<file path="config.mk">
export PLATFORM = sky130hd
export DESIGN_NAME = program_loader
export DESIGN_NICKNAME = d
export VERILOG_FILES = /design/src/rtl/program_loader.sv
export SDC_FILE = /design/constraint.sdc
export NUM_CORES = 1
export LEC_CHECK = 0
export ABC_AREA = 1
export CAP_MARGIN = 15
export CELL_PAD_IN_SITES_DETAIL_PLACEMENT = 1
export CELL_PAD_IN_SITES_GLOBAL_PLACEMENT = 1
export CORE_MARGIN = 2
export CORE_UTILIZATION = 40
export DETAILED_ROUTE_END_ITERATION = 16
export HOLD_SLACK_MARGIN = 0.02
export PLACE_DENSITY_LB_ADDON = 0.05
export SETUP_SLACK_MARGIN = 0.5
export SLEW_MARGIN = 20
export SYNTH_ARGS = -nofsm -noshare
export SYNTH_HDL_FRONTEND = slang
export SYNTH_SLANG_ARGS = --single-unit
</file>
<file path="constraint.sdc">
create_clock -name clk -period 1.74 [get_ports clk]
set_input_delay 0.348 -clock clk [delete_from_list [all_inputs] [get_ports clk]]
set_output_delay 0.348 -clock clk [all_outputs]
set_load 0.005 [all_outputs]
</file>
<file path="src/rtl/program_loader.sv">
// Program loader: receives a framed byte stream (A5, N, N data bytes[, checksum]) and writes it into program RAM.
// Latency: each accepted data byte is written one cycle after the transfer; the CPU restart pulse comes one cycle after the last byte.
// Backpressure: in_ready is low only during the single RELEASE cycle and while rst is high. Optional checksum byte: LOADER_CHECKSUM_EN.
module program_loader #(
  parameter int ADDR_W         = 4,
  parameter int TIMEOUT_CYCLES = 13500000
) (
  input  logic              clk,
  input  logic              rst,
  input  logic              in_valid,
  input  logic [7:0]        in_data,
  output logic              in_ready,
  output logic              mem_we,
  output logic [ADDR_W-1:0] mem_addr,
  output logic [7:0]        mem_wdata,
  output logic              cpu_halt,
  output logic              cpu_restart,
  output logic              load_done,
  output logic              load_error
);

  localparam int DEPTH = 1 << ADDR_W;
  // Counter and length need one extra bit so that N = 2**ADDR_W is representable.
  localparam int CW    = ADDR_W + 1;
  localparam int TW    = $clog2(TIMEOUT_CYCLES + 1);

  typedef enum logic [2:0] {
    IDLE,
    LEN,
    DATA,
`ifdef LOADER_CHECKSUM_EN
    CSUM,
`endif
    RELEASE
  } state_t;

  state_t          state, next_state;
  logic [CW-1:0]   cnt, len;
  logic [7:0]      sum;
  logic [TW-1:0]   timer;

  logic xfer, timed, timeout_hit;
  logic start, take_len, wr, finish, err;

  assign in_ready    = !rst && (state != RELEASE);
  assign xfer        = in_valid && in_ready;
`ifdef LOADER_CHECKSUM_EN
  assign timed       = (state == LEN) || (state == DATA) || (state == CSUM);
`else
  assign timed       = (state == LEN) || (state == DATA);
`endif
  assign timeout_hit = timed && !xfer && (timer == TW'(TIMEOUT_CYCLES - 1));

  // Next-state and per-cycle action decode.
  always_comb begin
    next_state = state;
    start      = 1'b0;
    take_len   = 1'b0;
    wr         = 1'b0;
    finish     = 1'b0;
    err        = 1'b0;
    case (state)
      IDLE: begin
        // Anything other than the sync byte is silently dropped.
        if (xfer && in_data == 8'hA5) begin
          next_state = LEN;
          start      = 1'b1;
        end
      end
      LEN: begin
        if (xfer) begin
          if (in_data != 8'd0 && {24'd0, in_data} <= 32'(DEPTH)) begin
            next_state = DATA;
            take_len   = 1'b1;
          end else begin
            next_state = IDLE;
            err        = 1'b1;
          end
        end
      end
      DATA: begin
        // 0xA5 here is plain payload; there is no resync mid-frame.
        if (xfer) begin
          wr = 1'b1;
          if (cnt + CW'(1) == len) begin
`ifdef LOADER_CHECKSUM_EN
            next_state = CSUM;
`else
            next_state = RELEASE;
            finish     = 1'b1;
`endif
          end
        end
      end
`ifdef LOADER_CHECKSUM_EN
      CSUM: begin
        if (xfer) begin
          if (in_data == sum) begin
            next_state = RELEASE;
            finish     = 1'b1;
          end else begin
            next_state = IDLE;
            err        = 1'b1;
          end
        end
      end
`endif
      RELEASE: next_state = IDLE;
      default: next_state = IDLE;
    endcase
    if (timeout_hit) begin
      next_state = IDLE;
      err        = 1'b1;
    end
  end

  // State register.
  always_ff @(posedge clk) begin
    if (rst) state <= IDLE;
    else     state <= next_state;
  end

  // Datapath, RAM write port, CPU control and sticky status.
  always_ff @(posedge clk) begin
    if (rst) begin
      mem_we      <= 1'b0;
      mem_addr    <= '0;
      mem_wdata   <= 8'd0;
      cpu_halt    <= 1'b0;
      cpu_restart <= 1'b0;
      load_done   <= 1'b0;
      load_error  <= 1'b0;
      cnt         <= '0;
      len         <= '0;
      sum         <= 8'd0;
      timer       <= '0;
    end else begin
      mem_we      <= wr;
      cpu_restart <= finish;
      if (take_len) begin
        len <= CW'(in_data);
        cnt <= '0;
        sum <= 8'd0;
      end
      if (wr) begin
        mem_addr  <= cnt[ADDR_W-1:0];
        mem_wdata <= in_data;
        cnt       <= cnt + CW'(1);
        sum       <= sum + in_data;
      end
      if (start) begin
        cpu_halt   <= 1'b1;
        load_done  <= 1'b0;
        load_error <= 1'b0;
      end
      if (finish) begin
        cpu_halt  <= 1'b0;
        load_done <= 1'b1;
      end
      // On error the CPU stays halted: RAM may hold a partial image.
      if (err) load_error <= 1'b1;
      if (xfer || !timed) timer <= '0;
      else                timer <= timer + TW'(1);
    end
  end

endmodule

</file>
==> results_tabular.tex, run 1 <==
\begin{tabular}{lr}
\hline
Metric & Value \\
\hline
\multicolumn{2}{l}{\textbf{Synth}} \\
Register bit count reported by yosys & 53 \\
Instance count of the mapped netlist & 351 \\
XOR/XNOR Fraction of Synth Area & 1.04\% \\
Ys Warns & 0 \\
Combinational family with the most area after synthesis & simple AND/OR/NAND/NOR gates \\
Number of distinct standard cells referenced by the synthesized netlist & 32 \\
Post-synthesis sequential area ratio & 41.9\% \\
Share of synthesized area spent on multiplexers & 0\% \\
Post-Synthesis Net Count & 368 \\
Post-synthesis average cell area & 7.21 sq um \\
Post-Synth Adder-Cell Area & 2.97\% \\
Area share of and/or/nand/nor cells after synthesis & 31.8\% \\
Synth Area in Compound Gates & 13.5\% \\
Area of the mapped netlist & 2530 sq um \\
\multicolumn{2}{l}{\textbf{Outcome}} \\
Exit stage & 5\_1\_grt \\
First error line in the log & [ERROR DPL-0033] detailed placement checks failed during check placement. \\
Outcome & did not finish \\
\multicolumn{2}{l}{\textbf{CTS}} \\
CTS HTree Levels & 2 \\
Clock Tree Root & sky130\_fd\_sc\_hd\_\_clkbuf\_8 \\
CTS max path bufs & 2 \\
Number of buffers added to fix hold violations after cts & 0 \\
Number of CTS-inserted buffers & 5 \\
Number of sinks driven by the clock tree & 53 \\
\multicolumn{2}{l}{\textbf{Global routing}} \\
Maximum number of pins on one net before global-route repair & 18 \\
Initial antenna violation count & 0 \\
\multicolumn{2}{l}{\textbf{Place}} \\
Routability cong. & 0.797 \\
Half-perimeter wire length after placement & 5.15 mm \\
Number of buffer cells added on primary ports & 28 \\
\multicolumn{2}{l}{\textbf{Floorplan}} \\
Num ports & 29 \\
Effective utilization at floorplan & 42.0\% \\
\# rows & 28 \\
Die Wd & 83.5 microns \\
Die span in y & 83.5 microns \\
\multicolumn{2}{l}{\textbf{STA}} \\
Worst endpoint type & register input \\
Endpoint pin with the least setup slack after global-route repair & timer[20]\$\_SDFF\_PP0\_/D \\
\hline
\end{tabular}
==> Yosys cell counts (all sizes together) <==
cell type	count	area, sq um
buf	4	22.5
a21oi	32	160
nor2	49	216
inv	51	191
nand3	18	90.1
xor2	3	26.3
clkbuf	2	7.51
o21ba	1	10.0
a31oi	1	6.26
nand3b	3	35.0
nor4	4	25.0
dfxtp	53	1060
a22oi	1	7.51
nand2	73	287
ha	6	75.1
nand4	10	62.6
o211ai	2	15.0
nor3	7	62.6
o21ai	27	135
a211oi	1	7.51
or2	1	6.26
nor3b	2	20.0
==> logic make-up after synthesis <==
| family | Yosys count |
|---|---|
| buf+inv | 57 |
| simple gates | 167 |
| compound gates | 65 |
| xor+xnor | 3 |
| flops | 53 |
| fa+ha+maj | 6 |
==> per-stage QoR <==
step / setup slack, ps / cell area [sq um] / hold slack (ps) / cells / utilization, %
2_1_floorplan: 277 / 2680 / 418 / 351 / -
3_3_place_gp: -129 / 3160 / 428 / 469 / 52.5
3_5_place_dp: -182 / 3160 / 433 / 469 / 52.5
4_1_cts: 158 / 4050 / 489 / 524 / 67.2
==> what timing repair did <==
item	4_1_cts
buffers inserted	45
pin swaps	45
gates cloned	2
hold endpoints to repair	0
resized for setup	184
endpoints found under the setup margin	71
==> run 2, diff against run 1 <==
==> config.mk (replaced) <==
export PLATFORM = sky130hd
export DESIGN_NAME = program_loader
export DESIGN_NICKNAME = d
export VERILOG_FILES = /design/src/rtl/program_loader.sv
export SDC_FILE = /design/constraint.sdc
export NUM_CORES = 1
export LEC_CHECK = 0
export ABC_AREA = 1
export CAP_MARGIN = 15
export CORE_MARGIN = 2
export CORE_UTILIZATION = 25
export DETAILED_ROUTE_END_ITERATION = 16
export PLACE_DENSITY_LB_ADDON = 0.15
export SLEW_MARGIN = 20
export SYNTH_ARGS = -nofsm -noshare
export SYNTH_HDL_FRONTEND = slang
export SYNTH_SLANG_ARGS = --single-unit
==> run 2 against run 1 <==
The flow now finishes without violations. Synthesized cell count is the same. Area after synthesis stayed put.
==> results_tabular.tex, run 2 <==
\begin{tabular}{lr}
\hline
Metric & Value \\
\hline
\multicolumn{2}{l}{\textbf{Detailed routing}} \\
ANT nets after route & 0 \\
Drt drc & 0 \\
Total Routed Length & 6.25 mm \\
Via/cell ratio & 4.28 \\
Total via count in the routed design & 2,357 \\
Initial DRC Count & 120 \\
Number of iterations in the first detailed-routing pass & 4 \\
Routed length per instance & 11.3 microns \\
\multicolumn{2}{l}{\textbf{Outcome}} \\
Outcome & completed (was did not finish) \\
\multicolumn{2}{l}{\textbf{Global routing}} \\
All-layer global routing usage & 12.1\% \\
Number of global-route vias before repair & 2,307 \\
Met2 Usage GRT & 20.5\% \\
GR peak layer & met2 \\
Met3 GRT Util & 2.31\% \\
Total overflow reported by the global router & 0 \\
Met1 track demand over resource in global routing & 15.8\% \\
Initial antenna violation count & 0 \\
Maximum number of pins on one net before global-route repair & 22 \\
Global-route wire length before repair & 10.8 mm \\
\multicolumn{2}{l}{\textbf{CTS}} \\
Clock edge transition at the registers on the reported setup and hold paths & 100 ps \\
Clock latency at the later pin of the worst-skew pair & 300 ps \\
CTS max path bufs & 2 (unchanged) \\
Number of sinks driven by the clock tree & 53 (unchanged) \\
Clock Tree Root & sky130\_fd\_sc\_hd\_\_clkbuf\_8 (unchanged) \\
Number of CTS-inserted buffers & 5 (unchanged) \\
TritonCTS clock tree & done \\
CTS HTree Levels & 2 (unchanged) \\
\multicolumn{2}{l}{\textbf{Cells and area}} \\
Biggest registers after layout & timer x24, mem\_wdata x8 \\
Fillcell total & 1,079 \\
Final nets & 434 \\
Finished layout cell area & 3390 sq um \\
Most frequent cells in the layout & sky130\_fd\_sc\_hd\_\_nand2\_1 (68), sky130\_fd\_sc\_hd\_\_dfxtp\_1 (50), sky130\_fd\_sc\_hd\_\_inv\_1 (48) \\
Most flop-heavy register & timer \\
Number of flip-flops in the largest register & 24 \\
Fraction of final layout cells with drive strength greater than 1 & 18.9\% \\
Area occupied by multi-input gates & 1290 sq um \\
Post-layout util & 34.6\% \\
Most common cell after layout, fill and taps aside & sky130\_fd\_sc\_hd\_\_nand2\_1 \\
Area taken by flip-flops and latches & 1060 sq um \\
Area delta synth->final & 34.1\% \\
Diodes inserted & 0 \\
\multicolumn{2}{l}{\textbf{Worst setup path}} \\
Kind of end point of the critical path & output pin \\
FF-to-FF setup slack & 150 ps \\
Delay contributed by the slowest stage of the critical path & 360 ps \\
Classification of the worst setup path & register to output pin \\
Startpoint type of the worst setup path & register \\
Startpoint of the worst-slack reg-to-reg timing path & timer[0]\$\_SDFF\_PP0\_ \\
Crit path max-delay cell type & sky130\_fd\_sc\_hd\_\_dfxtp\_2 \\
Endpoint of the most critical register-to-register path & timer[22]\$\_SDFF\_PP0\_ \\
Critical-path maximum fanout & 5 \\
Data required, critical path & 1390 ps \\
Depth of the worst register-to-register path & 11 \\
Arrival time at the worst endpoint & 1300 ps \\
Worst path cell trace & ha\_1, nor2\_2, clkdlybuf4s15\_1 \\
\multicolumn{2}{l}{\textbf{STA}} \\
Share of the clock period used by the worst path after layout & 94.7\% \\
Clock skew & 11.1 ps \\
RSZ-0062 raised after global routing & yes \\
Final setup TNS & 0 ps \\
Worst Tran Pin Value & 430 ps \\
Final hold vios & 0 \\
Max\_slew headroom & 71.1\% \\
Pins Over Slew Limit & 0 \\
Final critical path time including I/O delays and setup & 1650 ps \\
Final setup fails & 0 \\
Maximum clock rate & 607 MHz \\
\multicolumn{2}{l}{\textbf{Synth}} \\
Register bit count reported by yosys & 53 (unchanged) \\
Area of the mapped netlist & 2530 sq um (unchanged) \\
Post-synthesis average cell area & 7.21 sq um (unchanged) \\
Commonest cells post-synth & sky130\_fd\_sc\_hd\_\_nand2\_1 (70), sky130\_fd\_sc\_hd\_\_dfxtp\_1 (53), sky130\_fd\_sc\_hd\_\_inv\_1 (49) (unchanged) \\
Cell type with the largest total area after synthesis & sky130\_fd\_sc\_hd\_\_dfxtp\_1 (unchanged) \\
Number of distinct standard cells referenced by the synthesized netlist & 32 (unchanged) \\
Area fraction of the dominant cell type after synthesis & 41.9\% (unchanged) \\
Most common cell in the synthesized netlist & sky130\_fd\_sc\_hd\_\_nand2\_1 (unchanged) \\
Share of flip-flops with an asynchronous set or reset after synthesis & 0\% (unchanged) \\
Leading register cell type out of synthesis & sky130\_fd\_sc\_hd\_\_dfxtp\_1 (unchanged) \\
Instance count of the mapped netlist & 351 (unchanged) \\
Post-synthesis sequential area ratio & 41.9\% (unchanged) \\
Leading post-synthesis cells by cell area & sky130\_fd\_sc\_hd\_\_dfxtp\_1 (42\%), sky130\_fd\_sc\_hd\_\_nand2\_1 (10\%), sky130\_fd\_sc\_hd\_\_inv\_1 (7.3\%) (unchanged) \\
EDFF count, synth & 0 (unchanged) \\
Post-Synthesis Net Count & 368 (unchanged) \\
Ys Warns & 0 (unchanged) \\
\multicolumn{2}{l}{\textbf{Floorplan}} \\
Die Wd & 105 microns (was 83.5 microns) \\
\# rows & 36 (was 28) \\
Total die area & 10,900 sq um \\
Effective utilization at floorplan & 25.8\% (was 42.0\%) \\
Num ports & 29 (unchanged) \\
Core area & 9820 sq um \\
Die span in y & 105 microns (was 83.5 microns) \\
\multicolumn{2}{l}{\textbf{Hold path}} \\
Tightest Hold Check Type & primary input to register \\
Min-Delay Path Depth & 3 \\
Hold\_sp & in\_data[3] \\
End point of the worst hold path & mem\_wdata[3]\$\_SDFFE\_PP0P\_ \\
\multicolumn{2}{l}{\textbf{Place}} \\
Number of buffer cells added on primary ports & 28 (unchanged) \\
Routability cong. & 0.787 (was 0.797) \\
Area post-placement & 3200 sq um (was 3160 sq um) \\
Half-perimeter wire length after placement & 4.87 mm (was 5.15 mm) \\
\multicolumn{2}{l}{\textbf{Power}} \\
Power Dens Cells & 748 nW/um\^{}2 \\
Largest vdd supply drop & 329 uV \\
Leakage & 1.34 nW \\
\multicolumn{2}{l}{\textbf{Job}} \\
Maximum capacitance violations & 0 \\
\hline
\end{tabular}
run 2: area by class of cell:
type / instances / area share (%)
Sequential cell: 53 / 31.4
Timing Repair Buffer: 65 / 16.9
Tap cell: 133 / 4.90
Clock inverter: 1 / 0.147
Clock buffer: 7 / 2.84
Multi-Input combinational cell: 241 / 38.0
Inverter: 51 / 5.83
run 2: per-stage QoR:
stage / hold WS (ps) / worst slack (ps) / cells / total power [mW]
2_1_floorplan: 418 / 251 / 351 / 1.57
3_3_place_gp: 435 / -202 / 538 / 1.79
3_5_place_dp: 437 / -213 / 538 / 1.79
4_1_cts: 454 / 14.1 / 546 / 2.56
5_1_grt: 398 / -3.07 / 551 / 2.69
6_report: 387 / 91.8 / 551 / 2.54
run 2: worst max-delay path, delay by kind of cell, from the launching register on:
| family | cells | cell delay [ps] |
|---|---|---|
| adder cells (fa/ha/maj) | 1 | 210 |
| AND/OR/NAND/NOR | 1 | 170 |
| buffers and inverters | 1 | 260 |
| flip-flops | 1 | 360 |
run 2: logic make-up (layout without fill, tap and decap cells):
family	count (synthesis)	after routing	share of synthesized area (%)
AOI/OAI and AO/OA	65	65	13.5
xor gates and xnor gates	3	3	1.04
adders and majority gates	6	6	2.97
buffers and inverters	57	124	8.75
DFF	53	53	41.9
and+or+nand+nor	167	167	31.8
run 2: repair_timing:
item,in CTS,in global routing
setup buffers,0,5
pin swaps,0,4
endpoints found under the setup margin,1,23
hold buffers,0,0
resized for setup,1,22
run 2: how the worst max path moves through the flow:
stage / slack (ps) / endpoint / startpoint / cells after the start
final: 90 / in_ready / state[0]$_SDFFE_PP0P_ / 3
after global routing: -3 / state[0]$_SDFFE_PP0P_ / cnt[0]$_SDFFE_PP0P_ / 10
after CTS: 10 / in_ready / state[0]$_SDFFE_PP0P_ / 3
after detailed placement: -210 / mem_wdata[7]$_SDFFE_PP0P_ / rst / 8
after global placement: -200 / state[0]$_SDFFE_PP0P_ / rst / 8
after floorplan: 250 / state[1]$_SDFFE_PP0P_ / cnt[0]$_SDFFE_PP0P_ / 10
run 2: metal layers:
metal,routed length [microns],vias to the layer above
li1,-,1263
met1,3160,1056
met2,2840,33
met3,183,5
met4,60,0
met5,0,-
run 2: where the power goes:
group          total (mW)  switching [mW]  internal, mW
Clock               0.760           0.400         0.361
Sequential           1.30          0.0336          1.26
Combinational       0.482           0.256         0.225
Note: power is estimated with default switching activity, not from simulation.
